[src/rtl/mac_array_sched.sv]
//------------------------------------------------------------------------------
// Module  : mac_array_sched
// Brief   : Strobe/index sequencer for an N x N weight-stationary systolic MAC array.
// Revision: 1.0 - initial release
//------------------------------------------------------------------------------
`default_nettype none

module mac_array_sched #(
  parameter int N         = 4,
  parameter int VW        = 8,
  parameter int DRAIN_LAT = 8
) (
  input  logic                 CLK,
  input  logic                 RSTN,
  input  logic                 start,
  input  logic                 abort,
  input  logic [VW-1:0]        num_vec,
  output logic                 busy,
  output logic                 done,
  output logic                 w_rd,
  output logic [$clog2(N)-1:0] w_row,
  output logic [N-1:0]         load_row,
  output logic                 in_rd,
  output logic [VW-1:0]        in_idx,
  output logic [N-1:0]         en_top,
  output logic [N-1:0]         en_left,
  output logic                 out_valid,
  output logic [VW-1:0]        out_idx
);

  localparam int RW = $clog2(N);
  localparam logic [RW:0] C_W_LAST = (RW+1)'(N - 1);
  localparam logic [RW:0] C_W_END  = (RW+1)'(N);

  typedef enum logic [2:0] {
    S_IDLE   = 3'd0,
    S_LOAD_W = 3'd1,
    S_FEED   = 3'd2,
    S_DRAIN  = 3'd3,
    S_DONE   = 3'd4
  } state_t;

  state_t               r_state;
  state_t               w_next;
  logic [VW-1:0]        r_num_vec;
  logic [VW-1:0]        r_in_cnt;
  logic [VW-1:0]        r_out_cnt;
  logic [RW:0]          r_w_cnt;
  logic [N-1:0]         r_load_row;
  logic [N-1:0]         r_en_top;
  logic [DRAIN_LAT-1:0] r_drain;
  logic                 w_rd_en;
  logic                 w_in_rd;
  logic                 w_out_valid;
  logic                 w_abort;
  logic                 w_job_empty;

  assign w_abort     = abort && (r_state != S_IDLE);
  assign w_job_empty = (r_num_vec == '0);
  assign w_rd_en     = (r_state == S_LOAD_W) && (r_w_cnt < C_W_END);
  assign w_in_rd     = (r_state == S_FEED);
  assign w_out_valid = r_drain[DRAIN_LAT-1];

  always_comb begin
    w_next = r_state;
    case (r_state)
      S_IDLE:   if (start) w_next = S_LOAD_W;
      S_LOAD_W: begin
        // An empty job lingers one extra cycle so the last load_row lands before done.
        if (w_job_empty) begin
          if (r_w_cnt == C_W_END) w_next = S_DONE;
        end else if (r_w_cnt == C_W_LAST) begin
          w_next = S_FEED;
        end
      end
      S_FEED:   if (r_in_cnt == r_num_vec - VW'(1)) w_next = S_DRAIN;
      S_DRAIN:  if (w_out_valid && (r_out_cnt == r_num_vec - VW'(1))) w_next = S_DONE;
      S_DONE:   w_next = S_IDLE;
      default:  w_next = S_IDLE;
    endcase
    if (w_abort) w_next = S_IDLE;
  end

  always_ff @(posedge CLK or negedge RSTN) begin
    if (!RSTN) begin
      r_state    <= S_IDLE;
      r_num_vec  <= '0;
      r_in_cnt   <= '0;
      r_out_cnt  <= '0;
      r_w_cnt    <= '0;
      r_load_row <= '0;
      r_en_top   <= '0;
      r_drain    <= '0;
    end else if (w_abort) begin
      r_state    <= S_IDLE;
      r_in_cnt   <= '0;
      r_out_cnt  <= '0;
      r_w_cnt    <= '0;
      r_load_row <= '0;
      r_en_top   <= '0;
      r_drain    <= '0;
    end else begin
      r_state    <= w_next;
      r_load_row <= w_rd_en ? (N'(1) << r_w_cnt[RW-1:0]) : '0;
      r_en_top   <= (r_en_top << 1) | N'(w_in_rd);
      r_drain    <= (r_drain << 1) | DRAIN_LAT'(r_en_top[N-1]);
      if ((r_state == S_IDLE) && start) begin
        r_num_vec <= num_vec;
        r_w_cnt   <= '0;
        r_in_cnt  <= '0;
        r_out_cnt <= '0;
      end else begin
        if (r_state == S_LOAD_W) r_w_cnt   <= r_w_cnt + (RW+1)'(1);
        if (w_in_rd)             r_in_cnt  <= r_in_cnt + VW'(1);
        if (w_out_valid)         r_out_cnt <= r_out_cnt + VW'(1);
      end
    end
  end

  assign busy      = (r_state != S_IDLE);
  assign done      = (r_state == S_DONE);
  assign w_rd      = w_rd_en;
  assign w_row     = r_w_cnt[RW-1:0];
  assign load_row  = r_load_row;
  assign in_rd     = w_in_rd;
  assign in_idx    = r_in_cnt;
  assign en_top    = r_en_top;
  assign en_left   = ((r_state == S_FEED) || (r_state == S_DRAIN)) ? '1 : '0;
  assign out_valid = w_out_valid;
  assign out_idx   = r_out_cnt;

endmodule

`default_nettype wire
[config.mk]
export PLATFORM = sky130hd
export DESIGN_NAME = mac_array_sched
export DESIGN_NICKNAME = d
export VERILOG_FILES = /design/src/rtl/mac_array_sched.sv
export SDC_FILE = /design/constraint.sdc
export NUM_CORES = 1
export LEC_CHECK = 0
export ABC_AREA = 1
export CORE_MARGIN = 2
export CORE_UTILIZATION = 45
export CTS_CLUSTER_SIZE = 40
export DETAILED_ROUTE_END_ITERATION = 8
export PLACE_DENSITY_LB_ADDON = 0.08
export SETUP_SLACK_MARGIN = 0.2
export SLEW_MARGIN = 30
export SYNTH_ARGS = -nofsm -noshare
export SYNTH_HDL_FRONTEND = slang
export SYNTH_SLANG_ARGS = --single-unit
[constraint.sdc]
create_clock -name CLK -period 2.2 [get_ports CLK]
set_input_delay 0.44 -clock CLK [delete_from_list [all_inputs] [get_ports CLK]]
set_output_delay 0.44 -clock CLK [all_outputs]
set_load 0.01 [all_outputs]
## Yosys cells after proc, flatten, opt, wreduce, memory -nomap -nowiden

Cells that the tools add are included.

- Reduce and logical (&&, ||, !) cells: 13
- Shifts and indexed selects: 1
- Muxes and demuxes: 22
- Bitwise operators: 3
- Equality and inequality tests: 13
- $lt $le $gt $ge: 1
- $add $sub $neg: 4

Operators with widths:

| kind | count |
|---|---|
| $mux 8 | 7 |
| $mux 3 | 10 |
| $add 8x1->8 const B | 2 |
| $eq 8x8->1 | 2 |
| $mux 4 | 4 |
| $pmux 3 s4 | 1 |
| $reduce_bool 3->1 | 4 |
| $eq 3x2->1 const B | 3 |
| $logic_not 8->1 | 1 |
| $ne 4x4->1 const B | 2 |
| $or 8x1->8 | 1 |
| $sub 8x1->8 const B | 1 |
| $eq 3x3->1 const B | 2 |
| $ne 3x3->1 const B | 2 |
| $reduce_and 5->1 | 1 |
| $logic_and 1x1->1 | 4 |
| $or 4x1->4 | 1 |
| $shl 1x2->4 const A | 1 |
| $add 3x1->3 const B | 1 |
| $eq 3x1->1 const B | 1 |
| $logic_not 3->1 | 1 |
| $lt 3x3->1 const B | 1 |
| $ne 3x1->1 const B | 1 |
| $reduce_and 2->1 | 1 |
| 2 further kinds | 2 |

- Logic and storage cells: 65
- Flip-flop bits (word level): 46
- Bits of input ports: 12

## Depth between registers and ports, before layout

Gate-level depths: netlist (run 1).

- Depth after elaboration: 6
- Mapped depth: 15

## Least setup slack after synthesis (run 1)

No wires, ideal clock.

- Path type: reg-to-reg
- From: register r_num_vec[0]
- To: register r_state[0]
- Arrival time: 1.601 ns
- Data required time: 2.083 ns
- Cell stages (with the launch flop): 15
- Setup slack: 0.482 ns
- Cells stage by stage: dfrtp_1 > inv_2 > ha_1 > nand2_1 > inv_1 > nor2_1 > nand3_1 > nor2_1 > nand3_1 > nor2_1 > nand3_1 > nand2_2 > nand3_2 > nand2_1 > nand2_1

- Longest elaborated chain between the ends: 5
- Elaborated cells on any way between the ends: 13
- Classes of those cells: add/sub (1); eq/ne (6); mux (3); reduce/logical (3)

RTL lines:

| what | line | text |
|---|---|---|
| from (decl) | 45 | `logic [VW-1:0] r_num_vec;` |
| from (signal assigned) | 108 | `r_num_vec <= num_vec;` |
| $sub 8x1->8 | 76, 77 |  |
| $eq 8x8->1 | 77 | `S_DRAIN: if (w_out_valid && (r_out_cnt == r_num_vec - VW'(1))) w_next = S_DONE;` |
| $logic_and 1x1->1 | 77 |  |
| $ne 3x3->1 (no line) | -- |  |
| $reduce_and 5->1 (no line) | -- |  |
| to (signal assigned) | 103 | `r_state <= w_next;` |
| to (decl) | 43 | `state_t r_state;` |

Several ways; a longest one is shown, not always the timed one.
A chain may end at the register's enable or synchronous reset.

## Worst setup path in the final report (run 1)

- From: register r_state[2]
- To: output en_left[2]

- Longest elaborated chain between the ends: 3
- Elaborated cells on any way between the ends: 4
- Classes of those cells: eq/ne (2); mux (1); reduce/logical (1)

RTL lines:

| what | line | text |
|---|---|---|
| $eq 3x2->1 | 128 | `assign en_left = ((r_state == S_FEED) \|\| (r_state == S_DRAIN)) ? '1 : '0;` |
| $logic_or 1x1->1 * | 128 |  |
| $mux 4 * | 128 |  |
| to (decl) | 26 | `output logic [N-1:0] en_left,` |

Every way passes the cells marked *; elsewhere a longest branch is shown, timed or not.

==> summary.md, run 1 <==
| Metric | Value |
|---|---|
| Via count | between 2000 and 2500 |
| First-pass GRT wire length | just over 10 mm |
| Async SR Flop Fraction | 100.0% |
| Clock transition at the registers of the reported paths | about 0.09 ns |
| CP endpoint | en_left[2] |
| Synth top area cells | dfrtp_1 (45%), nand2_1 (8.9%), nand3_1 (7.0%) |
| Syn_nets | between 300 and 400 |
| Area growth from synthesis to layout | 25.68% |
| Worst slack, placed | around 0.22 ns |
| Status | complete, no violations |
| Maximum vdd drop | about 0.48 mV |
| Stages on worst setup path | 2 |
| Final Wtd Congestion | a little over 0.9 |
| TritonCTS Buffers | 5 |
| Final hold violation count | 0 |
| Tmin final | around 1.9 ns |
| Synth top area share | roughly 45% |
| Max-Cap Viols | 0 |
| WHS | 0.2064 ns |
| PnR Total Power | 3.526 mW |
| Cell area after placement | 3092 um2 |
| DR iter-0 viols | between 100 and 150 |
| Initial Util | a little under half |
| Core area | ~5500 um2 |
| Avg WL per Cell | 13.53 um |
| Clock Latency Late Sink | 0.30 ns |
| H-Tree Depth | 2 |
| Core Rows | 27 |
| Unrepaired setup endpoints after global routing | true |
| Final setup fails | 0 |
| Ports | 47 |
| Critical-path top delay cell | clkdlybuf4s50_1 |
| Synthesized cell area | 2567 um2 |
| Fin. max-slew vios | 0 |
| Syn avg cell area | around 7.8 um2 |
| WL final | 6.155 mm |
| Number of remaining DRC errors | 0 |
| Hold Path Class | in2async |
| Pin count of the biggest net entering global routing | 47 |
| Cells on worst reg2reg path | 14 |
| Slew HR | 61.90% |
| Clock Sink Count | between 40 and 50 |
| Ant diodes | 0 |
| Worst Path Max Fanout | 4 |
| Setup TNS | 0 ns |
| ANT nets after route | 0 |
| Synth cell types | 29 |
| R2r endpoint | r_state[0] |
| Critical Path Source Type | register |
| Worst-case clock buffer depth | 2 |
| PwrDens | about 1100 nW/um2 |
| Post-Syn Instances | between 300 and 400 |
| Fin area | ~3200 um2 |
| Most used DFF post-synth | dfrtp_1 |
| Fin cells | ~460 |
| Drt pass-1 iters | 4 |
| Final Cycle Share | just under 90% |
| Crit path cell chain | nor2_2 -> clkdlybuf4s50_1 |
| Tot GR Track Use | a little over a fifth |
| Fin nets | approximately 400 |
| Vias per inst | 5.029 |
| Sequential fraction of the synthesis area | ~45% |
| Die width | about 80 um |
| Final core occ | about 59% |
| Inst Count DP | 445 |
| Seq cells post-synth | 46 |
| Crit-path max cell delay | between 0.5 and 0.6 ns |
| Die area | 6326 um2 |
| Synth top cells by count | nand2_1 (61), dfrtp_1 (46), inv_1 (43) |
| Required @ worst endpoint | roughly 1.8 ns |
| Post-synth EDFFs | 0 |
| Vias in the first global route | between 2000 and 2500 |
| CTS Root Buffer Type | clkbuf_8 |
| RR Startpoint | r_num_vec[0] |
| FMAX | 0.5176 GHz |
| Share of post-route cells with drive strength above 1 | about an eighth |
| Final WS setup | 0.2680 ns |
| Arrival time worst endpoint | 1.49 ns |
| Initial antenna violation count | 0 |
| I/O Buffers | between 40 and 50 |
| Crit path buf inv count | 1 |
| Crit Path Class | reg2out |
| Top-count cell post-synth | nand2_1 |
| Area leader, netlist | dfrtp_1 |
| Total gr overflow | 0 |
| Critical Path Sink Type | output pin |
| Max Clock Skew | about 0.012 ns |
| Reg-to-reg slack, setup | around 0.34 ns |
| Synth warn | 0 |
| DPL Wire Length | between 4 and 5 mm |
| Die height | ~80 um |
| CP startpoint | r_state[2] |
| Actual slew at the worst max-slew pin | approximately 0.57 ns |
| CP top delay family | buffers and inverters |
| Leakage power | approximately 1.5 nW |
| CTS tree | done |
worst reg2reg max path: stages (launching register included):
cell and delay [ns]:
dfrtp_2 0.45, inv_2 0.08, ha_2 0.29, nand2_1 0.07, inv_1 0.04, nor2_1 0.08
nand3_1 0.09, nor2_1 0.12, nand3_1 0.08, nor2_1 0.08, nand3_1 0.10, nand2_2 0.09
nand3_2 0.08, nand2_1 0.07, nand2_1 0.05
repair_timing:
action	CTS	global route
buffers inserted	1	1
gates resized for setup	2	8
endpoints found under the setup margin	6	10
hold buffers	0	0
power breakdown:
| group | internal, mW | leakage (nW) | total, mW | switching, mW |
|---|---|---|---|---|
| clock | 0.288 | 0.0544 | 0.578 | 0.289 |
| sequential | 1.00 | 0.621 | 1.19 | 0.188 |
| combinational | 0.691 | 0.794 | 1.76 | 1.07 |
kinds of logic after synthesis:
logic type               count (synthesis)  synth area share [%]
AO/OA/AOI/OAI                           33                 6.969
XOR/XNOR                                 8                 2.729
adder cells (fa/ha/maj)                  9                 4.386
buffers and inverters                   57                 9.162
flip-flops                              46                 44.83
AND/OR/NAND/NOR                        178                 31.92
cell type report:
type                    count  area (um2)
clock buffers               7       96.34
clock inverters             1       8.758
fillers                   535        2280
inverters                  49       183.9
multi-input cells         228        1191
flip-flops and latches     46        1154
well taps                  72       90.09
repair buffers             52       503.0
flip-flops by register name (all words and copies together) (netlist names):
register	cells
load_row	4
r_drain	8
r_state	3
r_w_cnt	3
in_idx	8
en_top	4
out_idx	8
r_num_vec	8
placed cells by master (no fill, tap or decap):
master,n
inv_1,42
nand4_1,4
nor2_4,4
dfrtp_2,2
clkinv_4,1
nand2_1,61
nand3_1,36
dlygate4sd2_1,2
o21ai_1,1
a21oi_1,13
nor3_1,13
nor3b_1,1
dlymetal6s2s_1,2
ha_1,8
nand3b_1,1
nor2_1,41
xor2_1,7
nor4_1,2
nand3_2,2
nand2_2,8
o41ai_1,1
clkdlybuf4s50_1,41
a21oi_2,1
xnor2_1,1
buf_2,1
dfrtp_1,44
inv_2,7
o22ai_1,2
o21ai_0,14
nor2_2,3
o2111ai_1,1
ha_2,1
buf_4,6
clkbuf_8,7
or2_2,2
per-layer routing:
metal / GRT usage [%] / vias to the layer above / share of wire [%]
met5: 0 / - / 0
met4: 5.690 / 0 / 1.1
met3: 3.507 / 6 / 5.4
met2: 31.85 / 60 / 45
met1: 30.50 / 1059 / 48
li1: - / 1163 / -
worst min-delay path by stage:
stage | startpoint | endpoint | slack [ns]
finish | RSTN | in_idx[6] | 0.21
global route | RSTN | in_idx[6] | 0.28
CTS | RSTN | in_idx[6] | 0.24
detailed placement | r_drain[1] | r_drain[2] | 0.46
global placement | r_drain[0] | r_drain[1] | 0.45
floorplan | RSTN | en_top[0] | 0.14
Power figures use the tool's default switching activity.
==> inputs of run 2 (changes only) <==
--- a/config.mk
+++ b/config.mk
@@ -6,10 +6,12 @@
 export NUM_CORES = 1
 export LEC_CHECK = 0
 export ABC_AREA = 1
+export CAP_MARGIN = 25
 export CORE_MARGIN = 2
 export CORE_UTILIZATION = 45
 export CTS_CLUSTER_SIZE = 40
 export DETAILED_ROUTE_END_ITERATION = 8
+export GPL_TIMING_DRIVEN = 0
 export PLACE_DENSITY_LB_ADDON = 0.08
 export SETUP_SLACK_MARGIN = 0.2
 export SLEW_MARGIN = 30
==> run 2 against run 1 <==
Combinational power rose by 6%. Highest routed layer unchanged. First-iteration DRC count is 8.1% lower. Core utilization is 1.4 points higher. Non-clock buffer count grew 6. Power grew 2.3%. Critical endpoint is now en_left[0].
==> summary.md, run 2 (synthesis results as in run 1) <==
| Metric | Value |
|---|---|
| Vias per inst | 4.959 (-1.4%) |
| Tot GR Track Use | 20.81% (-0.029 points) |
| Maximum vdd drop | 0.4633 mV (-3.9%) |
| Clock transition at the registers of the reported paths | 0.10 ns (about the same) |
| I/O Buffers | 46 (unchanged) |
| PwrDens | 1092 nW/um2 (about the same) |
| Crit Path Class | reg2out |
| Clock Sink Count | 46 (unchanged) |
| ANT nets after route | 0 (unchanged) |
| Initial antenna violation count | 0 (unchanged) |
| Worst-case clock buffer depth | 2 (unchanged) |
| GRT busiest layer | met2 |
| PnR Total Power | 3.607 mW (+2.3%) |
| Hold Path Class | in2async |
| Tmin final | 1.914 ns (-0.01772 ns) |
| Max-Cap Viols | 0 (unchanged) |
| Via count | 2286 (-0.087%) |
| Pin count of the biggest net entering global routing | 47 (unchanged) |
| Core area | 5507 um2 (unchanged) |
| Max Clock Skew | 0.008390 ns (-0.003657 ns) |
| Initial Util | 46.63% (unchanged) |
| Area growth from synthesis to layout | 28.66% |
| Multi-input gate area | 1226 um2 (+2.9%) |
| Final Cycle Share | 87.01% (-0.81 points) |
| Required @ worst endpoint | 1.76 ns (about the same) |
| Drt pass-1 iters | 4 (unchanged) |
| Actual slew at the worst max-slew pin | 0.5962 ns (+0.02478 ns) |
| Slew HR | 60.25% (-1.7 points) |
| Most common cell after layout, fill and taps aside | nand2_1 |
| Most frequent cells in the layout | nand2_1 (61), dfrtp_1 (43), inv_1 (41) |
| Critical Path Source Type | register |
| Core Rows | 27 (unchanged) |
| Met2 GRT Util | 31.76% (-0.084 points) |
| CP top delay family | buffers and inverters |
| FF/Latch Area | 1155 um2 (+0.11%) |
| Crit-path max cell delay | 0.54 ns (about the same) |
| Fin. max-slew vios | 0 (unchanged) |
| CTS Root Buffer Type | clkbuf_8 |
| Crit path buf inv count | 1 (unchanged) |
| Share of post-route cells with drive strength above 1 | 14.40% (+2.6 points) |
| Ant diodes | 0 (unchanged) |
| Ports | 47 (unchanged) |
| Fin nets | 409 (+1.5%) |
| Met3 GRT Util | 4.186% (+0.68 points) |
| Arrival time worst endpoint | 1.47 ns (-0.02 ns) |
| WL final | 6.192 mm (+0.60%) |
| Worst Path Max Fanout | 4 (unchanged) |
| Unrepaired setup endpoints after global routing | false |
| Layout fillers | 532 (-0.56%) |
| Fin area | 3303 um2 (+2.4%) |
| DR iter-0 viols | 136 (-8.1%) |
| CTS tree | done |
| Cell area after placement | 3115 um2 (+0.77%) |
| FMAX | 0.5224 GHz (+0.93%) |
| Avg WL per Cell | 13.43 um (-0.71%) |
| Critical Path Sink Type | output pin |
| H-Tree Depth | 2 (unchanged) |
| Crit path cell chain | nor2_4 -> clkdlybuf4s50_1 |
| Die area | 6326 um2 (unchanged) |
| Leakage power | 1.537 nW (+4.7%) |
| Final setup fails | 0 (unchanged) |
| Die width | 79.54 um (unchanged) |
| Critical-path top delay cell | clkdlybuf4s50_1 |
| Status | complete, no violations |
| Global Route met1 Usage | 29.61% (-0.89 points) |
| Vias in the first global route | 2100 (+1.3%) |
| Total gr overflow | 0 (unchanged) |
| Final hold violation count | 0 (unchanged) |
| Final Wtd Congestion | 0.8822 (-5.0%) |
| Clock Latency Late Sink | 0.32 ns (+0.02 ns) |
| Number of remaining DRC errors | 0 (unchanged) |
| DPL Wire Length | 4.583 mm (-2.3%) |
| First-pass GRT wire length | 10.09 mm (+0.20%) |
| Setup TNS | 0 ns (unchanged) |
| Die height | 79.54 um (unchanged) |
| TritonCTS Buffers | 5 (unchanged) |
run 2: layout make-up:
| class | count | share of cell area [%] |
|---|---|---|
| Clock buffer | 5 | 2.083 |
| Sequential cell | 46 | 34.96 |
| Tap cell | 72 | 2.727 |
| Multi-Input combinational cell | 228 | 37.12 |
| Inverter | 49 | 5.720 |
| Buffer | 8 | 1.553 |
| Clock inverter | 3 | 0.7576 |
| Timing Repair Buffer | 50 | 15.08 |
run 2: what timing repair did:
item                       4_1_cts  5_1_grt
setup buffers                    1        3
setup endpoints to repair       10       10
hold buffers                     0        0
gates resized for setup          9       15
run 2: layer usage:
layer,wire length [um],vias to the layer above
met5,0,-
met4,66,0
met3,316,6
met2,2813,48
met1,2995,1063
li1,-,1169
run 2: path summary, 6_finish.rpt:
| path | cells past startpoint | end | slack, ns | from |
|---|---|---|---|---|
| max | 2 | en_left[0] | 0.29 | r_state[2] |
| max in group asynchronous | 1 | r_state[2] | 1.64 | RSTN |
| min reg2reg | 2 | r_drain[1] | 0.47 | r_drain[0] |
| min in group CLK | 2 | r_drain[1] | 0.47 | r_drain[0] |
| max reg2reg | 14 | r_state[0] | 0.37 | r_num_vec[1] |
| min | 1 | r_num_vec[7] | 0.11 | RSTN |
run 2: worst register-to-register path, delay by kind of cell (launching register included):
family                   cells  cell delay [ns]
adder cells (fa/ha/maj)      1             0.22
AND/OR/NAND/NOR             11             0.94
flip-flops                   1             0.40
buffers and inverters        2             0.15
run 2: power by group:
part           leakage, nW  total, mW  switching [mW]  internal (mW)
clock               0.0447      0.557           0.327          0.230
sequential           0.619       1.19           0.187           1.00
combinational        0.873       1.86            1.10          0.761
total                 1.54       3.61            1.61           1.99
run 2: stage by stage:
step                      worst slack [ns]  util [%]  hold WS, ns  cells
after floorplan                     0.4821         -       0.1444    331
after global placement             -0.6411     56.62       0.4518    449
after detailed placement            0.1493     56.58       0.4627    449
after CTS                          0.05242     58.78       0.1461    458
after global routing                0.2064     59.99       0.1558    461
final                               0.2857     59.99       0.1065    461
